===== config.mk =====
export PLATFORM = sky130hd
export DESIGN_NAME = axi4_lite_wr_path_slave
export DESIGN_NICKNAME = d
export VERILOG_FILES = /design/src/rtl/axi4_lite_wr_path_slave_pkg.sv /design/src/rtl/axi4_lite_wr_path_slave_sync_fifo.sv /design/src/rtl/axi4_lite_wr_path_slave.sv
export SDC_FILE = /design/constraint.sdc
export NUM_CORES = 1
export LEC_CHECK = 0
export CORE_ASPECT_RATIO = 1.25
export CORE_MARGIN = 2
export CORE_UTILIZATION = 40
export CTS_BUF_LIST = sky130_fd_sc_hd__clkbuf_8
export DETAILED_ROUTE_END_ITERATION = 8
export GPL_TIMING_DRIVEN = 0
export PLACE_DENSITY = 0.6
export RECOVER_POWER = 50
export SYNTH_ARGS = -nofsm -noshare
export SYNTH_HDL_FRONTEND = slang
export SYNTH_SLANG_ARGS = --single-unit
export TNS_END_PERCENT = 100

===== constraint.sdc =====
create_clock -name ACLK -period 3 [get_ports ACLK]
set_input_delay 0.3 -clock ACLK [delete_from_list [all_inputs] [get_ports ACLK]]
set_output_delay 0.3 -clock ACLK [all_outputs]
set_load 0.01 [all_outputs]

===== src/rtl/axi4_lite_wr_path_slave_pkg.sv =====
// rtl/axi4_lite_wr_path_slave_pkg.sv - shared types and default widths for the AXI4-Lite write path
// Purpose: response encoding and default bus widths used by the write-path slave and its bench.
package axi4_lite_wr_path_slave_pkg;

  localparam int AXI_ADDR_WIDTH = 32;
  localparam int AXI_DATA_WIDTH = 32;
  localparam int AXI_STRB_WIDTH = AXI_DATA_WIDTH / 8;

  typedef enum logic [1:0] {
    RESP_OKAY   = 2'b00,
    RESP_SLVERR = 2'b10
  } resp_t;

endpackage


===== src/rtl/axi4_lite_wr_path_slave_sync_fifo.sv =====
// rtl/axi4_lite_wr_path_slave_sync_fifo.sv - synchronous FIFO used for the AW, W and B channels
// Purpose: DEPTH-entry single-clock FIFO with push/pop/full/empty handshake.
// Ports:
//   i_clk, i_rst      clock and synchronous active-high reset (flushes contents)
//   i_push, i_din     write request and data; ignored while full (even if popping)
//   i_pop, o_dout     read request and head entry; ignored while empty
//   o_full, o_empty   status derived only from the pointer registers
module axi4_lite_wr_path_slave_sync_fifo #(
  parameter int WIDTH = 8,
  parameter int DEPTH = 4
) (
  input  logic             i_clk,
  input  logic             i_rst,
  input  logic             i_push,
  input  logic [WIDTH-1:0] i_din,
  input  logic             i_pop,
  output logic [WIDTH-1:0] o_dout,
  output logic             o_full,
  output logic             o_empty
);

  localparam int PW = $clog2(DEPTH);

  logic [WIDTH-1:0] r_mem [DEPTH];
  logic [PW:0]      r_wptr;
  logic [PW:0]      r_rptr;
  logic             w_push_ok;
  logic             w_pop_ok;

  // Pointers carry one extra wrap bit: equal index with differing wrap bit means full.
  assign o_full    = (r_wptr[PW] != r_rptr[PW]) && (r_wptr[PW-1:0] == r_rptr[PW-1:0]);
  assign o_empty   = (r_wptr == r_rptr);
  assign w_push_ok = i_push && !o_full;
  assign w_pop_ok  = i_pop && !o_empty;
  assign o_dout    = r_mem[r_rptr[PW-1:0]];

  always_ff @(posedge i_clk) begin
    if (i_rst) begin
      r_wptr <= '0;
      r_rptr <= '0;
    end else begin
      if (w_push_ok) begin
        r_mem[r_wptr[PW-1:0]] <= i_din;
        r_wptr                <= r_wptr + 1'b1;
      end
      if (w_pop_ok) begin
        r_rptr <= r_rptr + 1'b1;
      end
    end
  end

endmodule


===== src/rtl/axi4_lite_wr_path_slave.sv =====
// rtl/axi4_lite_wr_path_slave.sv - AXI4-Lite slave write path with independent AW/W/B buffering
// Purpose: accepts AW and W in any order, pairs them in arrival order, applies byte strobes
// to the storage port and returns one B response per write.
// Ports:
//   ACLK, ARESET                 clock, synchronous active-high reset
//   AWADDR/AWVALID/AWREADY       write address channel
//   WDATA/WSTRB/WVALID/WREADY    write data channel
//   BRESP/BVALID/BREADY          write response channel (OKAY or SLVERR)
//   mem_we/addr/wdata/wstrb      registered one-cycle storage write command
//   err_cnt                      saturating count of SLVERR responses
module axi4_lite_wr_path_slave
  import axi4_lite_wr_path_slave_pkg::*;
#(
  parameter  int ADDR_WIDTH = AXI_ADDR_WIDTH,
  parameter  int DATA_WIDTH = AXI_DATA_WIDTH,
  parameter  int AW_DEPTH   = 4,
  parameter  int W_DEPTH    = 4,
  parameter  int B_DEPTH    = 2,
  parameter  int MEM_WORDS  = 1024,
  localparam int STRB_WIDTH = DATA_WIDTH / 8,
  localparam int MEM_AW     = $clog2(MEM_WORDS)
) (
  input  logic                  ACLK,
  input  logic                  ARESET,
  input  logic [ADDR_WIDTH-1:0] AWADDR,
  input  logic                  AWVALID,
  output logic                  AWREADY,
  input  logic [DATA_WIDTH-1:0] WDATA,
  input  logic [STRB_WIDTH-1:0] WSTRB,
  input  logic                  WVALID,
  output logic                  WREADY,
  output logic [1:0]            BRESP,
  output logic                  BVALID,
  input  logic                  BREADY,
  output logic                  mem_we,
  output logic [MEM_AW-1:0]     mem_addr,
  output logic [DATA_WIDTH-1:0] mem_wdata,
  output logic [STRB_WIDTH-1:0] mem_wstrb,
  output logic [7:0]            err_cnt
);

  localparam int LANE_SHIFT = $clog2(STRB_WIDTH);

  logic                             w_aw_full;
  logic                             w_aw_empty;
  logic                             w_w_full;
  logic                             w_w_empty;
  logic                             w_b_full;
  logic                             w_b_empty;
  logic [ADDR_WIDTH-1:0]            w_aw_head;
  logic [DATA_WIDTH+STRB_WIDTH-1:0] w_w_head;
  logic [1:0]                       w_b_head;
  logic [DATA_WIDTH-1:0]            w_head_data;
  logic [STRB_WIDTH-1:0]            w_head_strb;
  logic [ADDR_WIDTH-1:0]            w_idx;
  logic                             w_in_range;
  logic                             w_commit;
  resp_t                            w_resp;

  // READY depends only on registered FIFO state and reset, never on VALID.
  assign AWREADY = !w_aw_full && !ARESET;
  assign WREADY  = !w_w_full && !ARESET;

  assign {w_head_data, w_head_strb} = w_w_head;

  // One write retires per cycle once both heads exist and a response slot is free.
  assign w_commit   = !w_aw_empty && !w_w_empty && !w_b_full;
  assign w_idx      = w_aw_head >> LANE_SHIFT;
  assign w_in_range = (w_idx < ADDR_WIDTH'(MEM_WORDS));
  assign w_resp     = w_in_range ? RESP_OKAY : RESP_SLVERR;

  assign BVALID = !w_b_empty;
  // The FIFO storage is not reset, so mask the head while nothing is queued.
  assign BRESP  = w_b_empty ? 2'b00 : w_b_head;

  axi4_lite_wr_path_slave_sync_fifo #(.WIDTH(ADDR_WIDTH), .DEPTH(AW_DEPTH)) u_aw_fifo (
    .i_clk  (ACLK),
    .i_rst  (ARESET),
    .i_push (AWVALID && AWREADY),
    .i_din  (AWADDR),
    .i_pop  (w_commit),
    .o_dout (w_aw_head),
    .o_full (w_aw_full),
    .o_empty(w_aw_empty)
  );

  axi4_lite_wr_path_slave_sync_fifo #(.WIDTH(DATA_WIDTH + STRB_WIDTH), .DEPTH(W_DEPTH)) u_w_fifo (
    .i_clk  (ACLK),
    .i_rst  (ARESET),
    .i_push (WVALID && WREADY),
    .i_din  ({WDATA, WSTRB}),
    .i_pop  (w_commit),
    .o_dout (w_w_head),
    .o_full (w_w_full),
    .o_empty(w_w_empty)
  );

  axi4_lite_wr_path_slave_sync_fifo #(.WIDTH(2), .DEPTH(B_DEPTH)) u_b_fifo (
    .i_clk  (ACLK),
    .i_rst  (ARESET),
    .i_push (w_commit),
    .i_din  (w_resp),
    .i_pop  (BVALID && BREADY),
    .o_dout (w_b_head),
    .o_full (w_b_full),
    .o_empty(w_b_empty)
  );

  always_ff @(posedge ACLK) begin
    if (ARESET) begin
      mem_we    <= 1'b0;
      mem_addr  <= '0;
      mem_wdata <= '0;
      mem_wstrb <= '0;
      err_cnt   <= 8'd0;
    end else begin
      // An all-zero strobe still earns OKAY but must not touch storage.
      mem_we <= w_commit && w_in_range && (w_head_strb != '0);
      if (w_commit) begin
        mem_addr  <= w_idx[MEM_AW-1:0];
        mem_wdata <= w_head_data;
        mem_wstrb <= w_head_strb;
        if (!w_in_range && (err_cnt != 8'hFF)) begin
          err_cnt <= err_cnt + 8'd1;
        end
      end
    end
  end

endmodule


==> results by group <==
Outcome
  • Outcome: finished, final reports clean

Worst setup path
  • Worst path cell trace: or4_1 > nor4_1 > a2111oi_4 > nor2_2 > mux2i_1 > nor2_1
  • Critical path arrival: between 3 and 4 ns
  • CP Buf/Inv Count: 0
  • Critical path required time: around 3.4 ns
  • Crit path depth: 6
  • R2R setup slack: 0.24 ns
  • CP Launch Point: u_aw_fifo.r_mem[3][16]
  • Slowest-stage cell, CP: nor4_1
  • Setup crit end: err_cnt[1]
  • R2R Path End: err_cnt[1]
  • R2r startpoint: u_aw_fifo.r_mem[3][16]
  • CP max FO: 10
  • Crit path kind: flip-flop to flip-flop
  • Crit start category: flip-flop
  • Crit-path max cell delay: ~0.85 ns
  • Endpoint type of the worst setup path: flip-flop
  • Cell family with most CP delay: simple AND/OR/NAND/NOR gates
  • Worst reg-to-reg path cell count: 6

STA
  • Maximum clock frequency: ~360 MHz
  • Max Clock Skew: around 0.027 ns
  • Setup_tns: 0 ns
  • Minimum clock period: 2.76 ns
  • Endpoints failing setup: 0
  • Max_slew headroom: 25.4%
  • Final period util: 92.0%
  • Endpoints failing hold: 0
  • Worst Tran Pin Value: 1.11 ns
  • RSZ-0062 raised after global routing: no
  • Max-slew violation count: 0

Power
  • Peak VDD IR: approximately 0.50 mV
  • Comb pwr share: between 10% and 20%
  • Sw power: roughly 2.7 mW
  • P_int: about 8.1 mW
  • Leakage: 5.05 nW
  • Sequential share of power: around 51%
  • Switching fraction of total power: 24.9%
  • Final total power: ~11 mW
  • Clock Power Share: between 30% and 40%
  • PD cells: about 710 nW/µm²

Placement
  • Port-buffer cells: about 130
  • RePlAce Congestion: a little over 0.7
  • DP Area: approximately 14,000 µm²
  • DPL Wire Length: 16,300 µm

Clocking
  • # resized after CTS: 0
  • Hold buffer count at cts: 0
  • Clock tree buffer depth: 3
  • H-tree depth: 2
  • Reg clk slew, reported paths: approximately 0.060 ns
  • Total CTS buffers: 53
  • Worst-Skew Late Latency: roughly 0.57 ns
  • CTS tree: yes
  • Clock sink count: around 340
  • Root buffer selected by CTS: clkbuf_8
  • Setup bufs post-CTS: 0

Floorplanning
  • Core area: between 30,000 and 40,000 µm²
  • Initial Utilization: 40.7%
  • FP Rows: approximately 70
  • Die height: 200 µm
  • Die Wd: approximately 160 µm
  • Ports: ~130
  • Die area: approximately 32,000 µm²

Global routing
  • First-pass GRT wire length: around 40,000 µm
  • Global-route usage over all layers: 16.1%
  • GRT overflow: 0
  • Initial antenna violation count: 6
  • Largest net degree at the start of global routing: 32
  • Vias in the first global route: around 7,000

Logic synthesis
  • Synth warn: 0
  • Mapped Avg Cell Area: 17.2 µm²
  • Cell count after synthesis: ~720
  • Mapped Area: ~12,000 µm²
  • Register area share after synthesis: between 70% and 80%
  • Synth Register Bits: 342
  • Yosys cell types: 37
  • Syn nets: 799

Drt
  • DRT Pass-1 Iters: 4
  • Wirelength per Cell: approximately 19 µm
  • Antenna Nets Post-Route: 0
  • Initial DRC Count: 367
  • DRC viols: 0
  • Via count: about 6,600
  • Post-DR vias/cell: just under 5
  • Total wire length: 25,400 µm

Cells and area
  • Share of layout cells above drive strength 1: approximately 14%
  • Design Area, Final: 15,200 µm²
  • Layout area overhead: 23.7%
  • Nets@finish: 986

Min path
  • Min-Delay Path Class: input pin to flip-flop

Run
  • Max_cap viols: 0
==> per-stage QoR <==
| stage | util [%] | instances | hold WS [ns] | setup slack [ns] |
|---|---|---|---|---|
| 2_1_floorplan | - | 715 | 0.399 | 0.874 |
| 3_5_place_dp | 46.9 | 1248 | 0.448 | 0.187 |
| 3_3_place_gp | 46.6 | 1244 | 0.443 | 0.0275 |
| 5_1_grt | 50.4 | 1348 | 0.404 | 0.171 |
| 4_1_cts | 50.4 | 1347 | 0.323 | 0.220 |
| 6_report | 50.4 | 1351 | 0.392 | 0.241 |
==> kinds of logic after synthesis <==
logic type,Yosys count,share of synthesized area (%)
xor gates and xnor gates,23,1.64
AOI/OAI and AO/OA,68,3.21
buffers and inverters,35,1.13
adders and majority gates,11,1.12
muxes,48,8.58
and+or+nand+nor,187,7.00
DFF,342,77.3
other,1,0.0305
==> cell usage after synthesis, drive strengths merged <==
| cell type | number | area share [%] |
|---|---|---|
| a2111oi | 1 | 0.22 |
| a211o | 1 | 0.071 |
| a21oi | 55 | 2.2 |
| and2 | 2 | 0.10 |
| and3 | 8 | 0.41 |
| buf | 7 | 0.27 |
| clkbuf | 23 | 0.70 |
| conb | 1 | 0.030 |
| dfxtp | 76 | 12 |
| edfxtp | 266 | 65 |
| ha | 11 | 1.1 |
| inv | 5 | 0.15 |
| mux2i | 2 | 0.16 |
| mux4 | 46 | 8.4 |
| nand2 | 111 | 3.4 |
| nand3 | 7 | 0.28 |
| nand3b | 1 | 0.061 |
| nand4 | 4 | 0.20 |
| nor2 | 20 | 0.63 |
| nor2b | 1 | 0.051 |
| nor3 | 4 | 0.16 |
| nor3b | 1 | 0.061 |
| nor4 | 19 | 1.1 |
| o2111ai | 1 | 0.071 |
| o21ai | 2 | 0.081 |
| o21ba | 2 | 0.16 |
| o31ai | 6 | 0.37 |
| or3 | 1 | 0.051 |
| or4 | 6 | 0.37 |
| or4b | 2 | 0.16 |
| xnor2 | 12 | 0.85 |
| xor2 | 11 | 0.78 |
==> layer usage <==
metal / GRT usage (%) / vias up / part of all wire, %
met5: 0 / - / 0.13
li1: - / 3132 / -
met4: 4.46 / 6 / 1.7
met3: 4.26 / 44 / 6.0
met2: 28.3 / 159 / 51
met1: 19.7 / 3270 / 41
==> sequential cells by signal (all words and copies together) (netlist names), named ones only <==
signal,flops
u_b_fifo.r_rptr,2
u_b_fifo.r_mem,2
u_w_fifo.r_rptr,3
u_aw_fifo.r_rptr,3
err_cnt,8
mem_we,1
u_w_fifo.r_mem,144
u_w_fifo.r_wptr,3
u_aw_fifo.r_wptr,3
u_b_fifo.r_wptr,2
mem_wstrb,4
mem_wdata,32
u_aw_fifo.r_mem,120
mem_addr,10
==> cells in the final DEF, fill, tap and decap left out, types with 8 or more instances in the layout <==
cell             instances
dfxtp_1                 76
a21oi_1                 55
nor2_1                  19
ha_1                    11
clkinv_1                 8
nor4_1                  17
edfxtp_1               266
dlygate4sd3_1          101
xnor2_1                 12
clkbuf_8                60
xor2_1                  11
nand2_1                111
inv_1                   26
clkbuf_1                23
mux4_2                  46
clkdlybuf4s50_1         27
==> layout make-up <==
class                      count  area [µm²]
fill                        2620       15000
sequential                   342        9510
multi-input combinational    338        2660
timing repair buffer         132        1360
clock buffer                  60         826
tap                          401         502
clock inverter                39         213
buffer                        30         120
inverter                       5        18.8
antenna                        4        10.0
==> worst reg2reg max path, stage by stage, from the launching register on <==
cell	delay, ns
edfxtp_1	0.37
or4_1	0.53
nor4_1	0.85
a2111oi_4	0.22
nor2_2	0.39
mux2i_1	0.24
nor2_1	0.05
==> how the worst min path moves through the flow <==
stage	cells after the start	to	slack (ns)	from
after floorplan	0	u_aw_fifo.r_mem[0][10]	0.40	AWADDR[10]
after global placement	2	mem_wstrb[0]	0.44	mem_wstrb[0]
after detailed placement	2	mem_addr[1]	0.45	mem_addr[1]
after CTS	1	u_w_fifo.r_mem[3][25]	0.32	WDATA[21]
after global routing	1	u_w_fifo.r_mem[2][28]	0.40	WDATA[24]
final	3	u_b_fifo.r_rptr[0]	0.39	ARESET
==> power by group through the flow <==
stage               clock network, mW  registers, mW  logic (mW)
floorplan                           0           5.63       0.859
global placement                    0           5.61        1.57
detailed placement                  0           5.61        1.60
CTS                              3.85           5.51        1.61
global route                     4.05           5.53        1.68
finish                           3.73           5.51        1.51
No activity file was read; power rests on OpenSTA's default activity.
